==> src/rtl/ex_muldiv_unit.sv <==
// ex_muldiv_unit: iterative multiply/divide unit for the EX stage.
// Accepts MULT/MULTU/DIV/DIVU from ID/EX and produces a 2*WIDTH result
// into HI/LO after WIDTH+1 edges. The pipeline is held through stall_o.
//
// Ports:
//   clk_i       clock, all state on posedge
//   rst_i       synchronous active-high reset
//   start_i     valid mul/div op this cycle
//   op_i        00 MULT, 01 MULTU, 10 DIV, 11 DIVU
//   src_a_i     multiplicand / dividend
//   src_b_i     multiplier / divisor
//   flush_i     abort the in-flight op
//   busy_o      op in progress
//   stall_o     hold upstream (busy or op being accepted)
//   done_o      one-cycle pulse when HI/LO are written
//   div_zero_o  pulses with done_o for a zero divisor
//   hi_o/lo_o   HI (product high / remainder), LO (product low / quotient)
module ex_muldiv_unit #(
  parameter int unsigned WIDTH = 32
) (
  input  logic             clk_i,
  input  logic             rst_i,
  input  logic             start_i,
  input  logic [1:0]       op_i,
  input  logic [WIDTH-1:0] src_a_i,
  input  logic [WIDTH-1:0] src_b_i,
  input  logic             flush_i,
  output logic             busy_o,
  output logic             stall_o,
  output logic             done_o,
  output logic             div_zero_o,
  output logic [WIDTH-1:0] hi_o,
  output logic [WIDTH-1:0] lo_o
);

  localparam int unsigned CntW = $clog2(WIDTH);

  typedef enum logic [1:0] {StIdle, StCalc, StFix} state_e;

  state_e             r_state;
  logic [CntW-1:0]    r_cnt;
  logic               r_busy, r_done, r_div_zero;
  logic [WIDTH-1:0]   r_hi, r_lo;
  logic               r_is_div, r_a_neg, r_b_neg, r_dz;
  // Magnitudes of signed operands fit unsigned in WIDTH bits, including
  // the most-negative value.
  logic [WIDTH-1:0]   r_a_mag, r_b_mag;
  // Multiply: {partial product, remaining multiplier bits}.
  // Divide:   {partial remainder, remaining dividend bits / quotient bits}.
  logic [2*WIDTH-1:0] r_acc;

  logic [WIDTH-1:0]   w_a_mag, w_b_mag;
  logic [WIDTH:0]     w_mul_sum;
  logic [2*WIDTH-1:0] w_mul_next;
  logic [WIDTH:0]     w_div_shift;
  logic [WIDTH+1:0]   w_div_trial;
  logic [2*WIDTH-1:0] w_div_next;
  logic [2*WIDTH-1:0] w_prod;
  logic [WIDTH-1:0]   w_quo, w_rem, w_a_orig, w_fix_hi, w_fix_lo;
  logic               w_unused;

  always_comb begin
    w_a_mag = (!op_i[0] && src_a_i[WIDTH-1]) ? -src_a_i : src_a_i;
    w_b_mag = (!op_i[0] && src_b_i[WIDTH-1]) ? -src_b_i : src_b_i;

    // Shift-add: add multiplicand into the high half when the current
    // multiplier bit is set, then shift the whole accumulator right.
    w_mul_sum  = {1'b0, r_acc[2*WIDTH-1:WIDTH]} + (r_acc[0] ? {1'b0, r_a_mag} : '0);
    w_mul_next = {w_mul_sum, r_acc[WIDTH-1:1]};

    // Restoring division: shift in the next dividend bit, try subtracting.
    w_div_shift = {r_acc[2*WIDTH-1:WIDTH], r_acc[WIDTH-1]};
    w_div_trial = {1'b0, w_div_shift} - {2'b00, r_b_mag};
    if (w_div_trial[WIDTH+1]) begin
      w_div_next = {w_div_shift[WIDTH-1:0], r_acc[WIDTH-2:0], 1'b0};
    end else begin
      w_div_next = {w_div_trial[WIDTH-1:0], r_acc[WIDTH-2:0], 1'b1};
    end
    // A successful trial is always below the divisor, so its top bit is 0.
    w_unused = w_div_trial[WIDTH];

    w_prod   = (r_a_neg ^ r_b_neg) ? -r_acc : r_acc;
    w_quo    = (r_a_neg ^ r_b_neg) ? -r_acc[WIDTH-1:0] : r_acc[WIDTH-1:0];
    w_rem    = r_a_neg ? -r_acc[2*WIDTH-1:WIDTH] : r_acc[2*WIDTH-1:WIDTH];
    w_a_orig = r_a_neg ? -r_a_mag : r_a_mag;

    if (!r_is_div) begin
      w_fix_hi = w_prod[2*WIDTH-1:WIDTH];
      w_fix_lo = w_prod[WIDTH-1:0];
    end else if (r_dz) begin
      w_fix_hi = w_a_orig;
      w_fix_lo = '1;
    end else begin
      w_fix_hi = w_rem;
      w_fix_lo = w_quo;
    end
  end

  always_ff @(posedge clk_i) begin
    if (rst_i) begin
      r_state    <= StIdle;
      r_cnt      <= '0;
      r_busy     <= 1'b0;
      r_done     <= 1'b0;
      r_div_zero <= 1'b0;
      r_hi       <= '0;
      r_lo       <= '0;
      r_is_div   <= 1'b0;
      r_a_neg    <= 1'b0;
      r_b_neg    <= 1'b0;
      r_dz       <= 1'b0;
      r_a_mag    <= '0;
      r_b_mag    <= '0;
      r_acc      <= '0;
    end else begin
      r_done     <= 1'b0;
      r_div_zero <= 1'b0;
      unique case (r_state)
        StIdle: begin
          if (start_i && !flush_i) begin
            r_is_div <= op_i[1];
            r_a_neg  <= !op_i[0] && src_a_i[WIDTH-1];
            r_b_neg  <= !op_i[0] && src_b_i[WIDTH-1];
            r_dz     <= op_i[1] && (src_b_i == '0);
            r_a_mag  <= w_a_mag;
            r_b_mag  <= w_b_mag;
            r_acc    <= op_i[1] ? {{WIDTH{1'b0}}, w_a_mag} : {{WIDTH{1'b0}}, w_b_mag};
            r_cnt    <= '0;
            r_busy   <= 1'b1;
            r_state  <= StCalc;
          end
        end
        StCalc: begin
          if (flush_i) begin
            r_busy  <= 1'b0;
            r_state <= StIdle;
          end else begin
            r_acc <= r_is_div ? w_div_next : w_mul_next;
            r_cnt <= r_cnt + CntW'(1);
            if (r_cnt == CntW'(WIDTH - 1)) begin
              r_state <= StFix;
            end
          end
        end
        StFix: begin
          r_busy  <= 1'b0;
          r_state <= StIdle;
          if (!flush_i) begin
            r_hi       <= w_fix_hi;
            r_lo       <= w_fix_lo;
            r_done     <= 1'b1;
            r_div_zero <= r_dz;
          end
        end
        default: begin
          r_busy  <= 1'b0;
          r_state <= StIdle;
        end
      endcase
    end
  end

  assign busy_o     = r_busy;
  assign stall_o    = r_busy | (start_i & (r_state == StIdle) & ~flush_i);
  assign done_o     = r_done;
  assign div_zero_o = r_div_zero;
  assign hi_o       = r_hi;
  assign lo_o       = r_lo;

endmodule

==> config.mk <==
export PLATFORM = sky130hd
export DESIGN_NAME = ex_muldiv_unit
export DESIGN_NICKNAME = d
export VERILOG_FILES = /design/src/rtl/ex_muldiv_unit.sv
export SDC_FILE = /design/constraint.sdc
export NUM_CORES = 1
export LEC_CHECK = 0
export ABC_CLOCK_PERIOD_IN_PS = 7100
export BUFFER_PORTS_ARGS = -buffer_cell sky130_fd_sc_hd__buf_2
export CORE_UTILIZATION = 36
export DETAILED_ROUTE_END_ITERATION = 16
export PLACE_DENSITY = 0.64
export SLEW_MARGIN = 10
export SYNTH_ARGS = -nofsm -noshare
export SYNTH_HDL_FRONTEND = slang
export SYNTH_SLANG_ARGS = --single-unit
==> constraint.sdc <==
create_clock -name clk_i -period 7.1 [get_ports clk_i]
set_input_delay 0.355 -clock clk_i [delete_from_list [all_inputs] [get_ports clk_i]]
set_output_delay 0.355 -clock clk_i [all_outputs]
set_load 0.1 [all_outputs]
==> results.txt, run 1 <==
----------------------------------------------------
[Outcome]
  Status ... finished, final reports clean

[Setup path]
  Nature of the critical path startpoint ... flop
  Most prevalent standard cell on the critical path ... sky130_fd_sc_hd__inv_1
  Path depth of the worst reg2reg path ... 13
  Setup slack of the most critical reg-to-reg path ... 2.50 ns
  FF-to-FF End ... r_acc[61]
  Data arrival time of the worst path ... 5.05 ns
  Critical Path Max Stage Delay ... 1.02 ns
  Setup crit end kind ... flop
  Ordered cell list for the critical path ... inv_1, nor2_1, ha_1, inv_1, fa_1, nand2b_1, a21oi_1, o211ai_1, a211oi_1, nor4_1, o41ai_1, o221a_2, nand2_1
  Data required time of the critical path ... 7.55 ns
  Critical path peak fanout ... 33
  Worst flop-to-flop path startpoint ... r_acc[0]
  Crit-path slowest cell ... sky130_fd_sc_hd__dfxtp_1
  Worst setup path class ... flop to flop

[Route]
  Iter 0 DRT Violations ... 1780
  Average wire per standard cell ... 22.2 µm
  ANT nets after route ... 0
  M1 wire length ... 27.3 mm
  Uppermost layer routed ... met4
  Vias per cell ... 5.99
  Wire length after detailed routing ... 63.4 mm
  Number of search-and-repair iterations in the first detailed-routing pass ... 6
  Met3 wirelength from detailed routing ... 4.74 mm
  Remaining design rule violation count ... 0
  Routed wl met2 ... 29.0 mm
  Total number of vias ... 17.1k

[Hold path]
  Terminating pin of the worst hold path ... r_state[0]
  Class of the tightest hold or removal check ... primary input to flop
  Cell depth of the worst hold path ... 2
  Hold path start ... flush_i

[Layout]
  Final-stage net count ... 2379
  Final non-filler cell total ... 2854
  Filler cell count in the final layout ... 4736
  Fraction of final layout cells sized beyond drive strength 1 ... 10.7%
  Layout Area Growth over Synthesis ... 11.9%
  Number of antenna repair diodes ... 0

[Yosys]
  Syn_area_per_cell ... 7.47 µm²
  Synthesized netlist cell count ... 2208
  Largest family of logic cells by synthesized area ... compound AO/OA/AOI/OAI gates
  Post-Synth XOR/XNOR Area ... 11.7%
  Net count after synthesis ... 2351
  Ys async rst share ... 0%
  Share of synthesized cell area in and, or, nand and nor gates ... 20.9%
  Post-synthesis cell type count ... 76
  Count of state elements after synthesis ... 206
  Primary flip-flop cell chosen by synthesis mapping ... sky130_fd_sc_hd__dfxtp_1
  Synth Area in Adders ... 5.63%
  Summed instance area of the synthesized netlist ... 16500 µm²
  EDFF count, synth ... 0
  Portion of netlist area occupied by mux cells ... 3.49%
  Share of the yosys chip area belonging to registers ... 25.0%
  Compound-Gate Fraction of Synth Area ... 27.8%
  Count of synthesis-stage warnings from yosys ... 0

[Clock tree]
  Insertion delay of the later-clocked pin in the worst-skew pair ... 0.58 ns
  Number of H-tree branching levels ... 1
  Number of buffers inserted for hold repair after clock tree synthesis ... 0
  CTS buffer count ... 26
  Clk root buf ... sky130_fd_sc_hd__clkbuf_16
  Clk pin slew, worst setup/hold paths ... 0.06 ns
  Clock Path Buffers ... 3
  Post-CTS setup-driven buffer insertion count ... 0
  Sink count of the clock tree ... 206
  Number of gates resized after cts ... 0
  TritonCTS clock tree ... built

[Floorplan]
  Total core area ... 45300 µm²
  Overall die area ... 46600 µm²
  Boundary pin count ... 138
  Starting density of the core ... 36.4%
  Chip Height ... 216 µm
  Floorplan die width ... 216 µm
  Number of cell rows ... 78

[Job]
  Max-capacitance violation count ... 0

[STA]
  Final Hold Vio Count ... 0
  F_max ... 0.218 GHz
  Transition at the pin with the smallest max-transition slack ... 1.37 ns
  Normalized max-slew margin ... 8.50%
  Worst-case setup margin in the final layout ... 2.50 ns
  Fin Setup TNS ... 0 ns
  Setup repair after global routing missed its margin ... false
  Clock Skew ... 0.0254 ns
  Number of max-slew violations in the final report ... 0
  Total of endpoints with negative setup slack in the final report ... 0
  Share of the clock period used by the worst path after layout ... 64.7%
  Period minus WS final ... 4.60 ns

[Global route]
  Pin count of the biggest net entering global routing ... 97
  First-pass GRT wire length ... 96.1 mm
  Remaining global-route overflow ... 0
  Initial antenna violation count ... 2
  Number of global-route vias before repair ... 15.7k
  Total track usage ... 26.3%

[Power]
  Maximum ir drop on the vdd rail ... 138 µV
  Leak Pwr ... 7.34 nW
  Power consumption ... 3.45 mW
  PD cells ... 187 nW/µm²

[Placement]
  Total of buffers placed on input and output ports ... 137
  Cell count after placement ... 2808
  Setup WS pre-CTS ... 2.65 ns
  Routability congestion estimate from global placement ... 0.975
  Final HPWL DP ... 48.3 mm

----------------------------------------------------
-- layout make-up --
type | count | area (µm²) | share of cell area [%]
inverters | 73 | 274 | 1.49
well taps | 600 | 751 | 4.07
flip-flops and latches | 206 | 4130 | 22.4
multi-input cells | 1769 | 11500 | 62.4
clock inverters | 14 | 205 | 1.11
clock buffers | 32 | 713 | 3.87
repair buffers | 160 | 861 | 4.67
-- where the power goes --
part | switching (mW) | total [mW] | internal, mW | leakage (nW)
combinational | 0.478 | 0.730 | 0.252 | 5.22
sequential | 0.0887 | 1.29 | 1.20 | 1.68
clock | 0.569 | 1.43 | 0.861 | 0.440
total | 1.14 | 3.45 | 2.31 | 7.34
-- metal layers --
layer | global-route usage (%) | vias up
met5 | 0 | -
met4 | 9.23 | 0
met3 | 3.88 | 136
met2 | 43.1 | 742
met1 | 35.1 | 8129
li1 | - | 8094
-- cells by family (layout without fill, tap and decap cells) --
kind of cell	count (synthesis)	after routing
AOI/OAI and AO/OA	692	692
buffers and inverters	233	279
and+or+nand+nor	728	728
xor gates and xnor gates	221	221
muxes	55	55
adders and majority gates	73	73
DFF	206	206
-- cells in the mapped netlist (all sizes together), types with 6 or more instances --
cell | number | share of area, %
nand2b | 21 | 0.80
xnor2 | 123 | 6.5
o211ai | 35 | 1.6
a22oi | 18 | 0.82
a32o | 10 | 0.61
a31oi | 15 | 0.57
a221oi | 10 | 0.53
mux2 | 10 | 0.68
a311oi | 7 | 0.37
nand2 | 192 | 4.4
mux2i | 44 | 2.7
xor2 | 98 | 5.2
dfxtp | 206 | 25
o21a | 9 | 0.41
a2111oi | 8 | 0.43
nand4 | 12 | 0.46
o21ai | 144 | 4.4
or4 | 17 | 0.82
o22ai | 15 | 0.57
inv | 73 | 1.7
and2 | 41 | 1.6
and3 | 13 | 0.49
nor2 | 241 | 5.5
or3 | 32 | 1.2
a21o | 28 | 1.3
buf | 15 | 0.45
a32oi | 6 | 0.32
o21bai | 6 | 0.27
o41ai | 19 | 1.1
nor4 | 22 | 0.83
clkbuf | 145 | 3.3
nand3 | 31 | 0.94
nor3 | 65 | 2.0
a21oi | 163 | 4.9
nand3b | 6 | 0.27
ha | 71 | 5.4
nor2b | 12 | 0.46
o221ai | 8 | 0.43
a211oi | 105 | 4.8
a221o | 10 | 0.61
o31ai | 33 | 1.5
-- flip-flops by register name, summed over array words and instances (netlist names), 2 cells and up --
signal / flops
hi_o: 32
lo_o: 32
r_a_mag: 32
r_acc: 64
r_b_mag: 32
r_cnt: 5
r_state: 2
-- metrics by stage --
step	util (%)	cell area [µm²]	hold slack (ns)
6_report	40.7	18400	0.0824
5_1_grt	40.7	18400	0.0935
4_1_cts	40.7	18400	0.0585
3_5_place_dp	38.7	17500	0.444
3_3_place_gp	38.7	17500	0.442
2_1_floorplan	-	16500	0.436
-- critical path, delay by kind of cell (launching register included) --
kind,cells,cell delay (ns)
compound gates,5,1.97
fa+ha+maj,2,0.59
buf+inv,2,0.37
flops,1,1.02
simple gates,4,0.53
-- cell usage in the layout, fill, tap and decap left out, drive strengths merged, types with 12 or more instances in the layout --
cell type / Yosys / routed
and3: 13 / 13
or3: 32 / 32
buf: 15 / 160
inv: 73 / 73
clkbuf: 145 / 32
nand3: 31 / 31
a211oi: 105 / 105
ha: 71 / 71
nor2: 241 / 241
nor4: 22 / 22
mux2i: 44 / 44
nand2b: 21 / 21
o31ai: 33 / 33
xor2: 98 / 98
a31oi: 15 / 15
a22oi: 18 / 18
nor2b: 12 / 12
a21o: 28 / 28
o211ai: 35 / 35
o22ai: 15 / 15
xnor2: 123 / 123
o41ai: 19 / 19
nor3: 65 / 65
nand4: 12 / 12
or4: 17 / 17
nand2: 192 / 192
o21ai: 144 / 144
a21oi: 163 / 163
and2: 41 / 41
dfxtp: 206 / 206
-- worst max path at each step --
stage          slack, ns  cells past startpoint  startpoint         to
2_1_floorplan       3.76                     14    r_acc[0]  r_acc[61]
3_3_place_gp        2.79                     13    r_acc[0]  r_acc[61]
3_5_place_dp        2.65                     13    r_acc[0]  r_acc[61]
4_1_cts             2.61                     13    r_acc[0]  r_acc[61]
5_1_grt             2.10                     13    r_acc[0]  r_acc[61]
6_report            2.50                     13    r_acc[0]  r_acc[61]
Note: power is estimated with default switching activity, not from simulation.
==> run 2: changes to the inputs <==
Settings changed: ABC_CLOCK_PERIOD_IN_PS 7100 to 4300.
Clock period 7.1 ns to 4.3 ns, I/O delays scaled along.
==> run 2 against run 1 <==
  * Highest routed layer unchanged
  * Critical path type unchanged
  * Design area grew 0.94%
  * Cell count grew 1.1%
  * Non-clock buffer count grew 32
  * Largest power group unchanged
  * Sequential share of layout area shrank 0.21 points
  * Fmax grew 19%
  * Clock skew shrank 0.0080 ns
  * Setup slack lost 2.1 ns
  * Clock-buffer cell count grew 7
  * Register-to-register slack lost 2.1 ns
  * Sequential power grew 63%
==> results.txt, run 2 (same netlist as run 1, synthesis figures left out) <==
----------------------------------------------------
[Hold path]
  Class of the tightest hold or removal check ... primary input to flop
  Hold path start ... start_i

[Layout]
  Final-stage net count ... 2410
  Area taken by flip-flops and latches ... 4130 µm²
  Max reg flops ... 64
  Layout Area Growth over Synthesis ... 12.9%
  Fraction of final layout cells sized beyond drive strength 1 ... 11.6%
  Register name with the most flops ... r_acc
  Top library cells by usage in the layout, fill and taps aside ... sky130_fd_sc_hd__nor2_1 (239), sky130_fd_sc_hd__dfxtp_1 (203), sky130_fd_sc_hd__nand2_1 (192), sky130_fd_sc_hd__a21oi_1 (162), sky130_fd_sc_hd__o21ai_0 (142)
  Post-route cell area ... 18600 µm²
  Most common cell after layout, fill and taps aside ... sky130_fd_sc_hd__nor2_1
  Number of antenna repair diodes ... 0
  Area of the multi-input gates ... 11500 µm²
  Filler cell count in the final layout ... 4756

[Route]
  Wire length after detailed routing ... 62.2 mm
  ANT nets after route ... 0
  Number of search-and-repair iterations in the first detailed-routing pass ... 6
  Average wire per standard cell ... 21.5 µm
  Remaining design rule violation count ... 0
  Iter 0 DRT Violations ... 1861
  Total number of vias ... 17.2k
  Vias per cell ... 5.96

[STA]
  Share of the clock period used by the worst path after layout ... 89.8%
  Period minus WS final ... 3.86 ns
  Setup repair after global routing missed its margin ... false
  F_max ... 0.259 GHz
  Worst-case setup margin in the final layout ... 0.437 ns
  Clock Skew ... 0.0174 ns
  Transition at the pin with the smallest max-transition slack ... 1.02 ns
  Final Hold Vio Count ... 0
  Fin Setup TNS ... 0 ns
  Number of max-slew violations in the final report ... 0
  Total of endpoints with negative setup slack in the final report ... 0
  Normalized max-slew margin ... 32.2%

[Power]
  Net Sw Frac ... 33.3%
  Switching component of the power ... 1.84 mW
  Cell-internal power ... 3.68 mW
  Leak Pwr ... 7.47 nW
  Sequential share of power ... 38.1%
  Maximum ir drop on the vdd rail ... 244 µV
  Proportion of power drawn by the clock network ... 39.4%
  PD cells ... 296 nW/µm²
  Combinational fraction of design power ... 22.5%

[Clock tree]
  Number of gates resized after cts ... 0
  Insertion delay of the later-clocked pin in the worst-skew pair ... 0.57 ns
  Clk root buf ... sky130_fd_sc_hd__clkbuf_16
  TritonCTS clock tree ... built
  Number of H-tree branching levels ... 1
  Sink count of the clock tree ... 206
  Clock Path Buffers ... 3
  CTS buffer count ... 25
  Clk pin slew, worst setup/hold paths ... 0.06 ns

[Global route]
  Pin count of the biggest net entering global routing ... 90
  Total track usage ... 26.1%
  Number of global-route vias before repair ... 16.0k
  Remaining global-route overflow ... 0
  Initial antenna violation count ... 0
  First-pass GRT wire length ... 95.5 mm

[Placement]
  Routability congestion estimate from global placement ... 0.977
  Total of buffers placed on input and output ports ... 137
  Setup WS pre-CTS ... 0.532 ns
  Total placed instance area ... 17700 µm²
  Final HPWL DP ... 48.0 mm

[Setup path]
  Critical path launch point ... r_acc[31]
  Data arrival time of the worst path ... 4.31 ns
  Worst flop-to-flop path startpoint ... r_acc[31]
  Setup crit end kind ... flop
  Critical path peak fanout ... 5
  Worst setup path class ... flop to flop
  Nature of the critical path startpoint ... flop
  Data required time of the critical path ... 4.75 ns

[Floorplan]
  Floorplan die width ... 216 µm
  Total core area ... 45300 µm²
  Starting density of the core ... 36.4%
  Chip Height ... 216 µm
  Overall die area ... 46600 µm²
  Number of cell rows ... 78
  Boundary pin count ... 138

[Job]
  Max-capacitance violation count ... 0

[Outcome]
  Status ... finished, final reports clean

----------------------------------------------------
[run 2: cell types whose count changed in the layout (fill, tap and decap cells not counted), sizes merged]
cell / change
clkinv: -3
dlygate4sd3: +4
clkinvlp: -3
inv: +2
bufinv: -3
buf: +28
clkbuf: +7
[run 2: what timing repair did]
| action | 4_1_cts | 5_1_grt |
|---|---|---|
| hold endpoints to repair | 4 | 0 |
| setup buffers | 0 | 0 |
| hold buffers | 4 | 0 |
[run 2: final cells by class]
cell class              count  share of cell area, %
multi-input cells        1769                   61.8
flip-flops and latches    206                   22.2
repair buffers            192                   6.04
well taps                 600                   4.03
clock buffers              39                   4.02
inverters                  73                   1.47
clock inverters             7                  0.457
[run 2: worst paths after layout]
path                                     to  slack [ns]  cells past startpoint
worst min-delay path             r_state[0]        0.02                      3
worst max register to register    r_acc[58]        0.44                     12
worst min register to register  r_b_mag[19]        0.46                      2
worst max-delay path              r_acc[58]        0.44                     12
[run 2: stage by stage]
step	hold WS (ns)	power, mW	util (%)	cells
floorplan	0.351	2.93	-	2208
global placement	0.446	3.34	39.2	2836
detailed placement	0.452	3.35	39.2	2836
CTS	0.000488	5.52	41.1	2886
global route	0.0260	5.73	41.1	2886
finish	0.0229	5.51	41.1	2886
[run 2: power by group through the flow]
stage | combinational [mW] | sequential (mW) | clock, mW
finish | 1.24 | 2.10 | 2.17
global route | 1.35 | 2.11 | 2.28
CTS | 1.22 | 2.10 | 2.20
detailed placement | 1.21 | 2.14 | 0
global placement | 1.20 | 2.13 | 0
floorplan | 0.845 | 2.08 | 0
[run 2: routing by layer]
metal / GRT usage [%] / wire, µm
met1: 35.3 / 26900
met3: 3.65 / 4600
met4: 10.2 / 2600
met2: 41.6 / 28000
met5: 0 / 0
[run 2: worst max-delay path, stage by stage, from the launching register on]
cell and delay, ns:
sky130_fd_sc_hd__dfxtp_1 0.35, sky130_fd_sc_hd__inv_1 0.16, sky130_fd_sc_hd__ha_1 0.19, sky130_fd_sc_hd__inv_1 0.06, sky130_fd_sc_hd__fa_1 0.39, sky130_fd_sc_hd__a21o_1 0.22, sky130_fd_sc_hd__a221o_1 0.38, sky130_fd_sc_hd__nor3_1 0.35
sky130_fd_sc_hd__o21ai_0 0.31, sky130_fd_sc_hd__a31oi_1 0.63, sky130_fd_sc_hd__o21ai_0 0.23, sky130_fd_sc_hd__xor2_1 0.17, sky130_fd_sc_hd__o311a_1 0.32
